==> src/rtl/k_warb_t1_if.sv <==
// Write-port bundle between the requesters/FIFO write control and the arbiter.
// The arbiter consumes the slave view; the requester side uses master.
interface k_warb_t1_if #(
  parameter int NUM_REQ = 4,
  parameter int DATA_W  = 8
);
  logic [NUM_REQ-1:0]        req;
  logic [NUM_REQ*DATA_W-1:0] din;
  logic                      wfull;
  logic [NUM_REQ-1:0]        ack;
  logic                      wput;
  logic [DATA_W-1:0]         wdata;
  logic [2:0]                owner;
  logic                      busy;

  modport master (
    output req, din, wfull,
    input  ack, wput, wdata, owner, busy
  );

  modport slave (
    input  req, din, wfull,
    output ack, wput, wdata, owner, busy
  );
endinterface

==> src/rtl/k_warb_t1.sv <==
// Round-robin arbiter sharing one FIFO write port among NUM_REQ requesters,
// granting bursts of up to MAX_BURST words, throttled by the registered full flag.
module k_warb_t1 #(
  parameter int NUM_REQ   = 4,
  parameter int DATA_W    = 8,
  parameter int MAX_BURST = 4
) (
  input  logic         wclk_i,
  input  logic         wrst_n_i,
  k_warb_t1_if.slave   bus
);

  localparam logic [0:0] ST_IDLE = 1'b0;
  localparam logic [0:0] ST_OWN  = 1'b1;

  localparam logic [3:0] LAST_BEAT  = 4'(MAX_BURST - 1);
  localparam logic [2:0] LAST_RESET = 3'(NUM_REQ - 1);

  logic [0:0] state_q, state_d;
  logic [2:0] owner_q, owner_d;
  logic [2:0] last_q,  last_d;
  logic [3:0] cnt_q,   cnt_d;

  logic              busy;
  logic              own_req;
  logic [DATA_W-1:0] own_data;
  logic              wput;
  logic              hi_found, lo_found;
  logic [2:0]        hi_idx, lo_idx;
  logic              any_req;
  logic [2:0]        winner;
  logic              release_now;

  assign busy = (state_q == ST_OWN);

  // Lowest requester above last wins; otherwise wrap to the lowest at or below it.
  always_comb begin
    hi_found = 1'b0;
    lo_found = 1'b0;
    hi_idx   = 3'd0;
    lo_idx   = 3'd0;
    for (int i = NUM_REQ - 1; i >= 0; i--) begin
      if (bus.req[i]) begin
        if (3'(i) > last_q) begin
          hi_found = 1'b1;
          hi_idx   = 3'(i);
        end else begin
          lo_found = 1'b1;
          lo_idx   = 3'(i);
        end
      end
    end
    any_req = hi_found | lo_found;
    winner  = hi_found ? hi_idx : lo_idx;
  end

  always_comb begin
    own_req  = 1'b0;
    own_data = '0;
    for (int i = 0; i < NUM_REQ; i++) begin
      if (owner_q == 3'(i)) begin
        own_req  = bus.req[i];
        own_data = bus.din[i*DATA_W +: DATA_W];
      end
    end
  end

  assign wput = busy & own_req & ~bus.wfull;

  always_comb begin
    bus.ack = '0;
    for (int i = 0; i < NUM_REQ; i++) begin
      bus.ack[i] = wput & (owner_q == 3'(i));
    end
  end

  assign bus.wput  = wput;
  assign bus.wdata = busy ? own_data : '0;
  assign bus.owner = busy ? owner_q : 3'd0;
  assign bus.busy  = busy;

  // Release always lands in IDLE, so the next grant is one bubble cycle later.
  assign release_now = ~own_req | (wput & (cnt_q == LAST_BEAT));

  always_comb begin
    state_d = state_q;
    owner_d = owner_q;
    last_d  = last_q;
    cnt_d   = cnt_q;
    if (state_q == ST_IDLE) begin
      if (any_req) begin
        state_d = ST_OWN;
        owner_d = winner;
        cnt_d   = 4'd0;
      end
    end else begin
      if (release_now) begin
        state_d = ST_IDLE;
        last_d  = owner_q;
        cnt_d   = 4'd0;
      end else if (wput) begin
        cnt_d = cnt_q + 4'd1;
      end
    end
  end

  always_ff @(posedge wclk_i or negedge wrst_n_i) begin
    if (!wrst_n_i) begin
      state_q <= ST_IDLE;
      owner_q <= 3'd0;
      last_q  <= LAST_RESET;
      cnt_q   <= 4'd0;
    end else begin
      state_q <= state_d;
      owner_q <= owner_d;
      last_q  <= last_d;
      cnt_q   <= cnt_d;
    end
  end

endmodule

==> src/flat_wrapper.sv <==
// flat-port wrapper written by rule: the top's interface ports become plain ports
module k_warb_t1_flat 
#(
  parameter int NUM_REQ   = 4,
  parameter int DATA_W    = 8,
  parameter int MAX_BURST = 4
)
  (wclk_i, wrst_n_i, bus_req, bus_din, bus_wfull, bus_ack, bus_wput, bus_wdata, bus_owner, bus_busy);
  k_warb_t1_if #(.NUM_REQ(NUM_REQ), .DATA_W(DATA_W)) bus_i ();
  input  logic wclk_i;
  input  logic wrst_n_i;
  input wire logic [$bits(bus_i.req)-1:0] bus_req;
  input wire logic [$bits(bus_i.din)-1:0] bus_din;
  input wire logic [$bits(bus_i.wfull)-1:0] bus_wfull;
  output wire logic [$bits(bus_i.ack)-1:0] bus_ack;
  output wire logic [$bits(bus_i.wput)-1:0] bus_wput;
  output wire logic [$bits(bus_i.wdata)-1:0] bus_wdata;
  output wire logic [$bits(bus_i.owner)-1:0] bus_owner;
  output wire logic [$bits(bus_i.busy)-1:0] bus_busy;
  assign bus_i.req = bus_req;
  assign bus_i.din = bus_din;
  assign bus_i.wfull = bus_wfull;
  assign bus_ack = bus_i.ack;
  assign bus_wput = bus_i.wput;
  assign bus_wdata = bus_i.wdata;
  assign bus_owner = bus_i.owner;
  assign bus_busy = bus_i.busy;
  k_warb_t1 #(.NUM_REQ(NUM_REQ), .DATA_W(DATA_W), .MAX_BURST(MAX_BURST)) u_core (.wclk_i(wclk_i), .wrst_n_i(wrst_n_i), .bus(bus_i));
endmodule
==> config.mk <==
export PLATFORM = sky130hd
export DESIGN_NAME = k_warb_t1_flat
export DESIGN_NICKNAME = d
export VERILOG_FILES = /design/src/rtl/k_warb_t1_if.sv /design/src/rtl/k_warb_t1.sv /design/src/flat_wrapper.sv
export SDC_FILE = /design/constraint.sdc
export NUM_CORES = 1
export LEC_CHECK = 0
export CORE_ASPECT_RATIO = 0.9
export CORE_MARGIN = 4
export CORE_UTILIZATION = 27
export CTS_BUF_LIST = sky130_fd_sc_hd__clkbuf_4 sky130_fd_sc_hd__clkbuf_8
export DETAILED_ROUTE_END_ITERATION = 10
export GPL_TIMING_DRIVEN = 1
export HOLD_SLACK_MARGIN = 0.03
export PLACE_DENSITY = 0.72
export SLEW_MARGIN = 20
export SYNTH_ARGS = -nofsm -noshare
export SYNTH_HDL_FRONTEND = slang
export SYNTH_SLANG_ARGS = --single-unit
==> constraint.sdc <==
create_clock -name wclk_i -period 1.96 [get_ports wclk_i]
set_input_delay 0.392 -clock wclk_i [delete_from_list [all_inputs] [get_ports wclk_i]]
set_output_delay 0.392 -clock wclk_i [all_outputs]
set_load 0.01 [all_outputs]
==> summary.txt, run 1 <==
Clocking
  – Clock latency on the worst-skew pair: approximately 0.26 ns
  – CTS H-tree lvls: 1
  – Clock tree buffer depth: 2
  – Clock buffer count from CTS: 3
  – Sink Count: 9
  – Clock transition at path regs: about 0.070 ns
  – TritonCTS clock tree: yes
  – CTS Hold Buffers Added: 0
  – Root buffer cell: clkbuf_4

Pwr
  – Static Leak: ~0.69 nW
  – Pwr dens: about 1200 nW/um^2
  – Peak supply drop: around 0.52 mV

Synthesis
  – Cell Area, Synth: between 800 and 900 um^2
  – Post-synth top flop: dfrtp_1
  – Leading post-synthesis cells by cell area: mux4_2, dfrtp_1, and2_1, dfstp_2, mux2_1
  – Post-synth EDFFs: 0
  – Mapped Avg Cell Area: between 10 and 15 um^2
  – Syn_nets: between 100 and 150
  – Top cell type's share of synthesized area: about 23%
  – Syn Inst Count: 86
  – Yosys cell types: 42
  – Async set or reset register ratio after synthesis: 100%
  – Post-synthesis register bit count: 9
  – Post-synth top area cell: mux4_2
  – Seq/Total Area, Yosys: about a quarter
  – Yosys warning count: 0

Route
  – Average wire per cell in the routed design: around 15 um
  – Pre-antenna DRT Iters: 4
  – Via/cell ratio: 4.98
  – Drc violations: 0
  – Via count: 991
  – Initial DRC Count: 31
  – Final ANT Viol Nets: 0
  – Routed wire length: ~2900 um

Layout
  – Most common cell after layout, fill and taps aside: clkdlybuf4s50_1
  – N_diodes: 0
  – Final Instance Area: between 1500 and 2000 um^2
  – Area grow syn2layout: 87.1%
  – Fillers: ~280
  – Most frequent cells in the layout: clkdlybuf4s50_1, buf_4, buf_6
  – Fraction of layout cells with a size suffix above 1: between 30% and 40%
  – Nets: just under 200

Timing
  – Final hold vios: 0
  – Setup TNS Final: -1.07 ns
  – Highest clock rate: between 400 and 500 MHz
  – Setup ws final: -0.137 ns
  – Setup-failing EPs final: 11
  – Tmin final: ~2.1 ns
  – Post-Route Skew: approximately 0.0065 ns
  – RSZ-0062 raised after global routing: yes
  – Final period util: 107%
  – Final Max Tran Viols: 0

Critical path
  – Crit-path slowest cell: mux4_2
  – CP top delay family: multiplexers
  – Cell Chain, Critical Path: buf_6 -> mux4_2 -> nand2_4 -> buf_6 -> nor2_4 -> buf_6
  – Worst path bufs/invs: 3
  – Worst setup EP type: output pin
  – Critical path class: register to output pin
  – Worst reg2reg path startpoint: u_core.owner_q[0]
  – Worst Path Required: approximately 1.6 ns
  – Critical Path Source Type: register
  – Crit path DAT: 1.71 ns
  – Critical Path Most Common Cell: buf_6
  – Crit path max fanout: 5
  – Setup crit start: u_core.owner_q[0]
  – Worst path max stage delay: roughly 0.53 ns

Floorplanning
  – Die width: between 60 and 70 um
  – Die area: roughly 4300 um^2
  – Initial core utilization: between 20% and 30%
  – Core box area: 3090 um^2
  – Die H: between 60 and 70 um
  – Row count: 19
  – Ports: 56

Global routing
  – GR Overflow Total: 0
  – GRT Util Overall: 12.6%
  – Largest net degree at the start of global routing: 27
  – First-pass GRT wire length: between 4000 and 5000 um
  – Vias in the first global route: between 900 and 1,000
  – Initial antenna violation count: 0

Run status
  – Status: complete, but fails checks
  – Failing checks: setup timing

Place
  – Hpwl dp: 2250 um
  – I/O Buffers: 54
  – Global placement routability congestion: 0.842
  – Placement Setup Slack: -0.624 ns
  – Post-DP Area: about 1500 um^2

Job
  – Max cap viols: 0

Hold path
  – Hold Crit Class: primary input to asynchronous set/reset pin
layer usage:
layer	track usage (%)	up-vias	wire length, um
met2	21.5	52	1330
met3	5.05	2	445
met1	14.1	464	1120
met4	3.23	0	15
met5	0	-	0
li1	-	473	-
cell usage after synthesis (2+ instances only):
| cell type | instances |
|---|---|
| nor4b_1 | 2 |
| a31oi_1 | 2 |
| dfstp_2 | 2 |
| mux4_2 | 9 |
| o21ai_0 | 4 |
| nand2_1 | 2 |
| clkbuf_1 | 4 |
| mux2i_1 | 2 |
| buf_2 | 2 |
| inv_1 | 3 |
| nor2_1 | 3 |
| mux2_1 | 2 |
| dfrtp_1 | 7 |
| nor4_1 | 2 |
| o21bai_1 | 2 |
| a21oi_1 | 2 |
| and2_1 | 11 |
stage by stage:
stage	power [mW]	std cells	util, %	hold WS [ns]
4_1_cts	1.86	200	51.9	0.449
5_1_grt	2.10	199	53.6	0.456
3_3_place_gp	1.55	186	49.4	0.486
6_report	1.96	199	53.6	0.439
3_5_place_dp	1.57	186	49.4	0.500
2_1_floorplan	1.05	86	-	0.0964
flip-flops by register name, indices dropped and copies added, names as in the netlist:
name / count
u_core.last_q: 2
u_core.owner_q: 2
u_core.bus.busy: 1
u_core.cnt_q: 4
area by class of cell:
class / count / area [um^2] / share of cell area [%]
timing repair buffer: 76 / 697 / 42.1
tap: 42 / 52.6 / 3.17
multi-input combinational: 65 / 636 / 38.4
clock buffer: 4 / 30.0 / 1.81
sequential: 9 / 229 / 13.8
inverter: 3 / 11.3 / 0.680
power by group:
part / internal, mW / switching [mW] / leakage, nW / total (mW)
sequential: 0.269 / 0.0757 / 0.110 / 0.345
combinational: 0.893 / 0.566 / 0.564 / 1.46
clock: 0.0922 / 0.0652 / 0.0184 / 0.157
final timing paths:
path                       cells past startpoint                end  slack [ns]
setup / recovery                               6           bus_wput       -0.14
hold / removal                                 1  u_core.owner_q[1]        0.44
setup reg to reg                               5   u_core.last_q[0]        0.11
hold reg to reg                                1    u_core.cnt_q[0]        0.50
max in group asynchronous                      1   u_core.last_q[0]        1.19
min in group wclk_i                            1    u_core.cnt_q[0]        0.50
repair_timing:
action,CTS,global route
setup buffers,9,0
hold endpoints to repair,0,0
resized for setup,74,15
pin swaps,9,2
setup endpoints to repair,15,15
cloned,1,0
logic make-up (layout without fill, tap and decap cells):
family / count (synthesis) / after routing / share of synthesized area (%)
DFF: 9 / 9 / 25.7
buffers and inverters: 12 / 83 / 6.65
other: 1 / 1 / 0.424
and+or+nand+nor: 33 / 33 / 24.5
muxes: 13 / 13 / 27.7
adders and majority gates: 1 / 1 / 1.41
AOI/OAI and AO/OA: 17 / 17 / 13.6
Note: power is estimated with default switching activity, not from simulation.
==> run 2, diff against run 1 <==
--- a/config.mk
+++ b/config.mk
@@ -5,14 +5,14 @@
 export SDC_FILE = /design/constraint.sdc
 export NUM_CORES = 1
 export LEC_CHECK = 0
+export ABC_AREA = 1
 export CORE_ASPECT_RATIO = 0.9
-export CORE_MARGIN = 4
 export CORE_UTILIZATION = 27
 export CTS_BUF_LIST = sky130_fd_sc_hd__clkbuf_4 sky130_fd_sc_hd__clkbuf_8
 export DETAILED_ROUTE_END_ITERATION = 10
 export GPL_TIMING_DRIVEN = 1
 export HOLD_SLACK_MARGIN = 0.03
-export PLACE_DENSITY = 0.72
+export PLACE_DENSITY = 0.71
 export SLEW_MARGIN = 20
 export SYNTH_ARGS = -nofsm -noshare
 export SYNTH_HDL_FRONTEND = slang
==> run 2 against run 1 <==
  * The run now ends clean
  * Clock power is 46% higher
  * Clock-buffer cell count is the same
  * Register-to-register slack improved by 0.37 ns
  * Utilization is 0.58 points lower
  * First-iteration DRC count up 23%
  * Critical path type unchanged
  * Largest power group unchanged
==> summary.txt, run 2 <==
Clocking
  – Root buffer cell: clkbuf_8
  – TritonCTS clock tree: yes
  – Clock tree buffer depth: 2 (unchanged)
  – CTS Hold Buffers Added: 0 (unchanged)
  – Clock buffer count from CTS: 3 (unchanged)
  – Clock transition at path regs: 0.05 ns (-0.02 ns)
  – Sink Count: 9 (unchanged)
  – Clock latency on the worst-skew pair: 0.24 ns (-0.02 ns)
  – CTS H-tree lvls: 1 (unchanged)

Timing
  – Final hold vios: 0 (unchanged)
  – Setup-failing EPs final: 0 (-11)
  – RSZ-0062 raised after global routing: yes
  – Post-Route Skew: 0.00938 ns (+0.00293 ns)
  – Final Max Tran Viols: 0 (unchanged)
  – Final period util: 97.6% (-9.4 points)
  – Highest clock rate: 523 MHz (+9.6%)
  – Tmin final: 1.91 ns (-0.184 ns)

Synthesis
  – Leading post-synthesis cells by cell area: dfrtp_1, nand2_1, o21ai_0, nand3_1, inv_1
  – Async set or reset register ratio after synthesis: 100% (unchanged)
  – Syn Inst Count: 148 (+72%)
  – Top cell type's share of synthesized area: 18.8% (-4.1 points)
  – Seq/Total Area, Yosys: 24.4% (-1.3 points)
  – Syn_nets: 188 (+49%)
  – Ranking of synthesized cells by instance count: nand2_1, o21ai_0, inv_1, nand3_1
  – Post-synthesis register bit count: 9 (unchanged)
  – Mapped Avg Cell Area: 6.30 um^2 (-39%)
  – Cell Area, Synth: 932 um^2 (+5.4%)
  – Post-synth EDFFs: 0 (unchanged)
  – Post-synth top area cell: dfrtp_1
  – Post-synth top flop: dfrtp_1
  – Yosys cell types: 28 (-33%)
  – Most numerous cell in the Yosys netlist: nand2_1
  – Yosys warning count: 0 (unchanged)

Run status
  – Status: complete, no violations

Layout
  – Largest regs: u_core.cnt_q: 4 flops, u_core.last_q: 2 flops, u_core.owner_q: 2 flops
  – Fin util: 53.0% (-0.58 points)
  – Most common cell after layout, fill and taps aside: clkdlybuf4s50_1
  – Fraction of layout cells with a size suffix above 1: 29.7% (-8.5 points)
  – Final Instance Area: 1680 um^2 (+1.2%)
  – Non-Filler Instances: 264 (+33%)
  – Area grow syn2layout: 79.7%
  – N_diodes: 0 (unchanged)
  – Largest register FFs: 4 (unchanged)
  – Most frequent cells in the layout: clkdlybuf4s50_1, nand2_1, buf_4
  – Most flop-heavy register: u_core.cnt_q
  – Nets: 263 (+33%)

Floorplanning
  – Die area: 3690 um^2 (-13%)
  – Die width: 63.9 um (-6.4%)
  – Core box area: 3160 um^2 (+2.3%)
  – Die H: 57.7 um (-7.3%)
  – Ports: 56 (unchanged)
  – Initial core utilization: 29.5% (+0.86 points)
  – Row count: 19 (unchanged)

Critical path
  – Worst Path Required: 1.57 ns (about the same)
  – Critical Path Source Type: register
  – Critical path class: register to output pin
  – Crit path max fanout: 9 (+4)
  – Crit path DAT: 1.52 ns (-0.19 ns)
  – Crit-path slowest cell: clkdlybuf4s50_1
  – Cell Chain, Critical Path: buf_4 -> nand2_1 -> inv_1 -> clkdlybuf4s50_1
  – Worst setup EP type: output pin
  – Worst path max stage delay: 0.53 ns (about the same)

Place
  – Hpwl dp: 2380 um (+5.8%)
  – Post-DP Area: 1640 um^2 (+7.2%)
  – Placed Instances: 258 (+39%)
  – Global placement routability congestion: 0.874 (+3.9%)
  – I/O Buffers: 54 (unchanged)

Route
  – Routed length on met2: 1320 um (-0.38%)
  – Pre-antenna DRT Iters: 4 (unchanged)
  – Via count: 1,258 (+27%)
  – M1 wire length: 1330 um (+18%)
  – Drc violations: 0 (unchanged)
  – Top sig layer: met4
  – Via/cell ratio: 4.77 (-4.3%)
  – Initial DRC Count: 38 (+23%)
  – Met3 WL: 414 um (-7.0%)
  – Routed wire length: 3070 um (+5.4%)
  – Final ANT Viol Nets: 0 (unchanged)
  – Average wire per cell in the routed design: 11.6 um (-21%)

Pwr
  – Pwr dens: 1250 nW/um^2 (+5.6%)
  – Total power: 2.10 mW (+6.9%)
  – Static Leak: 0.803 nW (+16%)
  – Peak supply drop: 0.701 mV (+34%)

Global routing
  – GRT Util Overall: 16.7% (+4.1 points)
  – Vias in the first global route: 1,116 (+15%)
  – GR Overflow Total: 0 (unchanged)
  – Initial antenna violation count: 0 (unchanged)
  – Largest net degree at the start of global routing: 12 (-56%)
  – First-pass GRT wire length: 4890 um (+15%)

Hold path
  – Hold Crit Class: primary input to asynchronous set/reset pin

Job
  – Max cap viols: 0 (unchanged)
-- run 2: what timing repair did --
item,4_1_cts,5_1_grt
pin swaps,0,1
gates resized for setup,37,26
setup endpoints to repair,13,12
setup buffers,2,0
gates cloned,0,0
-- run 2: critical path, delay by kind of cell, from the launching register on --
| kind | cells | cell delay (ns) |
|---|---|---|
| and+or+nand+nor | 1 | 0.06 |
| buffers and inverters | 3 | 0.77 |
| DFF | 1 | 0.45 |
-- run 2: power breakdown --
| part | total [mW] | leakage (nW) | internal, mW | switching, mW |
|---|---|---|---|---|
| Sequential | 0.367 | 0.109 | 0.268 | 0.0988 |
| Combinational | 1.50 | 0.668 | 0.692 | 0.808 |
| Clock | 0.229 | 0.0262 | 0.156 | 0.0732 |
-- run 2: final timing paths --
kind / slack (ns) / from / cells after the start / end
min: 0.45 / wrst_n_i / 1 / u_core.cnt_q[3]
max reg2reg: 0.48 / u_core.owner_q[0] / 10 / u_core.last_q[0]
max in group asynchronous: 1.19 / wrst_n_i / 1 / u_core.last_q[0]
max: 0.05 / u_core.owner_q[1] / 4 / bus_owner[1]
min in group wclk_i: 0.51 / u_core.last_q[1] / 2 / u_core.last_q[1]
min reg2reg: 0.51 / u_core.last_q[1] / 2 / u_core.last_q[1]
-- run 2: cell type report --
type,instances,area [um^2]
well taps,42,52.6
multi-input cells,116,624
repair buffers,76,651
fillers,310,1490
flip-flops and latches,9,230
inverters,17,68.8
clock buffers,4,48.8
-- run 2: cell families after synthesis --
logic type | Yosys count | synth area share (%)
simple gates | 75 | 39.1
other cells | 1 | 0.402
flops | 9 | 24.4
compound gates | 38 | 22.4
xor+xnor | 1 | 0.940
fa+ha+maj | 1 | 1.34
buf+inv | 23 | 11.4
-- run 2: per-stage QoR --
stage	TNS [ns]	worst slack, ns	hold slack (ns)
after global routing	-0.0106	-0.0106	0.479
final	0	0.0467	0.447
after detailed placement	-3.80	-0.558	0.500
after global placement	-3.63	-0.531	0.490
after floorplan	0	0.381	0.0964
after CTS	-0.0357	-0.0341	0.458
-- run 2: layer usage --
| metal | track usage (%) | vias to the layer above |
|---|---|---|
| li1 | - | 645 |
| met1 | 20.8 | 551 |
| met2 | 28.1 | 60 |
| met3 | 5.71 | 2 |
| met4 | 2.92 | 0 |
| met5 | 0 | - |
==> RTL change, RTL diff (settings of run 2) <==
`NUM_REQ` is set to 4 in 3 places; all go to 6.
--- a/src/rtl/k_warb_t1_if.sv
+++ b/src/rtl/k_warb_t1_if.sv
@@ -1,7 +1,7 @@
 // Write-port bundle between the requesters/FIFO write control and the arbiter.
 // The arbiter consumes the slave view; the requester side uses master.
 interface k_warb_t1_if #(
-  parameter int NUM_REQ = 4,
+  parameter int NUM_REQ = 6,
   parameter int DATA_W  = 8
 );
   logic [NUM_REQ-1:0]        req;
--- a/src/rtl/k_warb_t1.sv
+++ b/src/rtl/k_warb_t1.sv
@@ -1,7 +1,7 @@
 // Round-robin arbiter sharing one FIFO write port among NUM_REQ requesters,
 // granting bursts of up to MAX_BURST words, throttled by the registered full flag.
 module k_warb_t1 #(
-  parameter int NUM_REQ   = 4,
+  parameter int NUM_REQ   = 6,
   parameter int DATA_W    = 8,
   parameter int MAX_BURST = 4
 ) (
--- a/src/flat_wrapper.sv
+++ b/src/flat_wrapper.sv
@@ -1,7 +1,7 @@
 // flat-port wrapper written by rule: the top's interface ports become plain ports
 module k_warb_t1_flat 
 #(
-  parameter int NUM_REQ   = 4,
+  parameter int NUM_REQ   = 6,
   parameter int DATA_W    = 8,
   parameter int MAX_BURST = 4
 )
Interface: changed (resized bus_ack, bus_din and bus_req); port bits go from 56 to 76. No check against the original RTL was run, so the function may have changed too.
==> RTL change against run 2 <==
  * Utilization up 9.6 points
  * Register-to-register slack worse by 0.27 ns
  * Cell area up 58%
  * Largest power group unchanged
  * First-iteration DRC count rose to 3.0 times the old value
  * Combinational power up 110%
  * Total power up 79%
  * Via count up 53%
  * Worst setup slack worse by 0.33 ns
  * Sequential cell count up 2
  * Synthesized area up 33%
  * Routed wire length up 78%
  * Highest routed layer unchanged
  * The run now ends with setup timing left
==> RTL change: results (changes against run 2) <==
| Metric | Value |
|---|---|
| Nets | 401 (+52%) |
| Placed Area | 2330 sq um (+42%) |
| Detailed Place HPWL | 3870 microns (+63%) |
| Status | finished with violations |
| P_leak | 0.00132 uW (+65%) |
| DR pass1 iterations | 4 (unchanged) |
| Clk_lat worst skew | 0.24 ns (about the same) |
| Initial DRC Count | 114 (+200%) |
| First-pass GRT wire length | 7890 microns (+61%) |
| Routed vias | 1925 (+53%) |
| Syn nets | 264 (+40%) |
| Most instantiated cells after synthesis | nand2_1, inv_1, nand3_1, a21oi_1, nor2_1 |
| Reg-to-reg slack, setup | 0.21 ns (-0.27 ns) |
| Worst reg2reg startpoint | u_core.owner_q[2] |
| Largest registers | u_core.cnt_q (4), u_core.last_q (3), u_core.owner_q (3) |
| Number of setup violations in the final report | 15 (+15) |
| Largest net degree at the start of global routing | 13 (+1) |
| Clock Skew | 0.00297 ns (-0.00641 ns) |
| Ys Warns | 0 (unchanged) |
| Reg2reg end | u_core.cnt_q[0] |
| R2R cell count | 11 (+1) |
| Violated checks | setup timing |
| Worst IR Drop VDD | 0.000783 V (+12%) |
| Main area contributors after synthesis | dfrtp_1, nand2_1, nand3_1 |
| Critical Path AT | 1.85 ns (+0.33 ns) |
| GPL Wtd Cong | 0.897 (+2.6%) |
| Overall Global Routing Usage | 21.0% (+4.3 points) |
| Number of global-route vias before repair | 1743 (+56%) |
| Worst hold path class | input pin to async pin |
| Routed WL | 5450 microns (+78%) |
| PortBufs | 75 (+39%) |
| CP max FO | 6 (-3) |
| Post-synth cell types | 34 (+21%) |
| Layout cells sized above 1 | 34.8% (+5.1 points) |
| Setup WS post-layout | -0.286 ns (-0.333 ns) |
| Sequential area share after synthesis | 22.5% (-2.0 points) |
RTL change: repair_timing:
action,CTS,global route
setup endpoints to repair,15,16
gates resized for setup,87,26
pin swaps,5,8
buffers inserted,14,9
RTL change: per-layer routing:
layer,vias up,wire (microns),track usage [%]
li1,966,-,-
met1,891,2350,25.7
met2,62,2650,36.7
met3,6,392,2.90
met4,0,65,8.41
met5,-,0,0
RTL change: cells by family (layout without fill, tap and decap cells):
| group | after synthesis | count (layout) | synth area share (%) |
|---|---|---|---|
| compound gates | 53 | 53 | 24.9 |
| xor+xnor | 2 | 2 | 1.42 |
| fa+ha+maj | 1 | 1 | 1.01 |
| buf+inv | 33 | 169 | 10.5 |
| flops | 11 | 11 | 22.5 |
| simple gates | 106 | 106 | 39.7 |
RTL change: through the flow:
step | TNS [ns] | std cells | hold WS (ns) | worst slack [ns]
floorplan | 0 | 206 | 0.0964 | 0.124
global placement | -6.28 | 376 | 0.519 | -0.525
detailed placement | -6.69 | 376 | 0.523 | -0.532
CTS | -2.45 | 393 | 0.493 | -0.252
global route | -4.43 | 402 | 0.527 | -0.394
finish | -3.09 | 402 | 0.482 | -0.286
RTL change: cell type report:
type / count / area, sq um
clock buffers: 4 / 48.8
fillers: 386 / 1590
inverters: 29 / 123
multi-input cells: 162 / 935
flip-flops and latches: 11 / 279
well taps: 60 / 75.1
repair buffers: 136 / 1190
RTL change: how the worst max path moves through the flow:
stage | to | slack, ns | start
after detailed placement | bus_ack[1] | -0.53 | bus_req[1]
after global routing | bus_wdata[1] | -0.39 | u_core.owner_q[2]
after CTS | bus_wdata[0] | -0.25 | u_core.owner_q[1]
after floorplan | bus_ack[3] | 0.12 | u_core.owner_q[1]
final | bus_wdata[1] | -0.29 | u_core.owner_q[2]
after global placement | bus_ack[1] | -0.52 | bus_req[1]
RTL change: worst max-delay path, stage by stage, from the launching register on:
cell	delay [ns]
dfrtp_1	0.42
inv_4	0.09
buf_6	0.13
nor3_4	0.15
buf_6	0.13
clkinvlp_4	0.15
buf_6	0.17
o211ai_1	0.16
inv_1	0.07
buf_2	0.14
RTL change: power by group:
group          leakage (uW)  internal (uW)  switching [uW]  total [uW]
Sequential         0.000134            333             104         438
Combinational       0.00116           1520            1560        3080
Clock             0.0000262            157            87.1         244
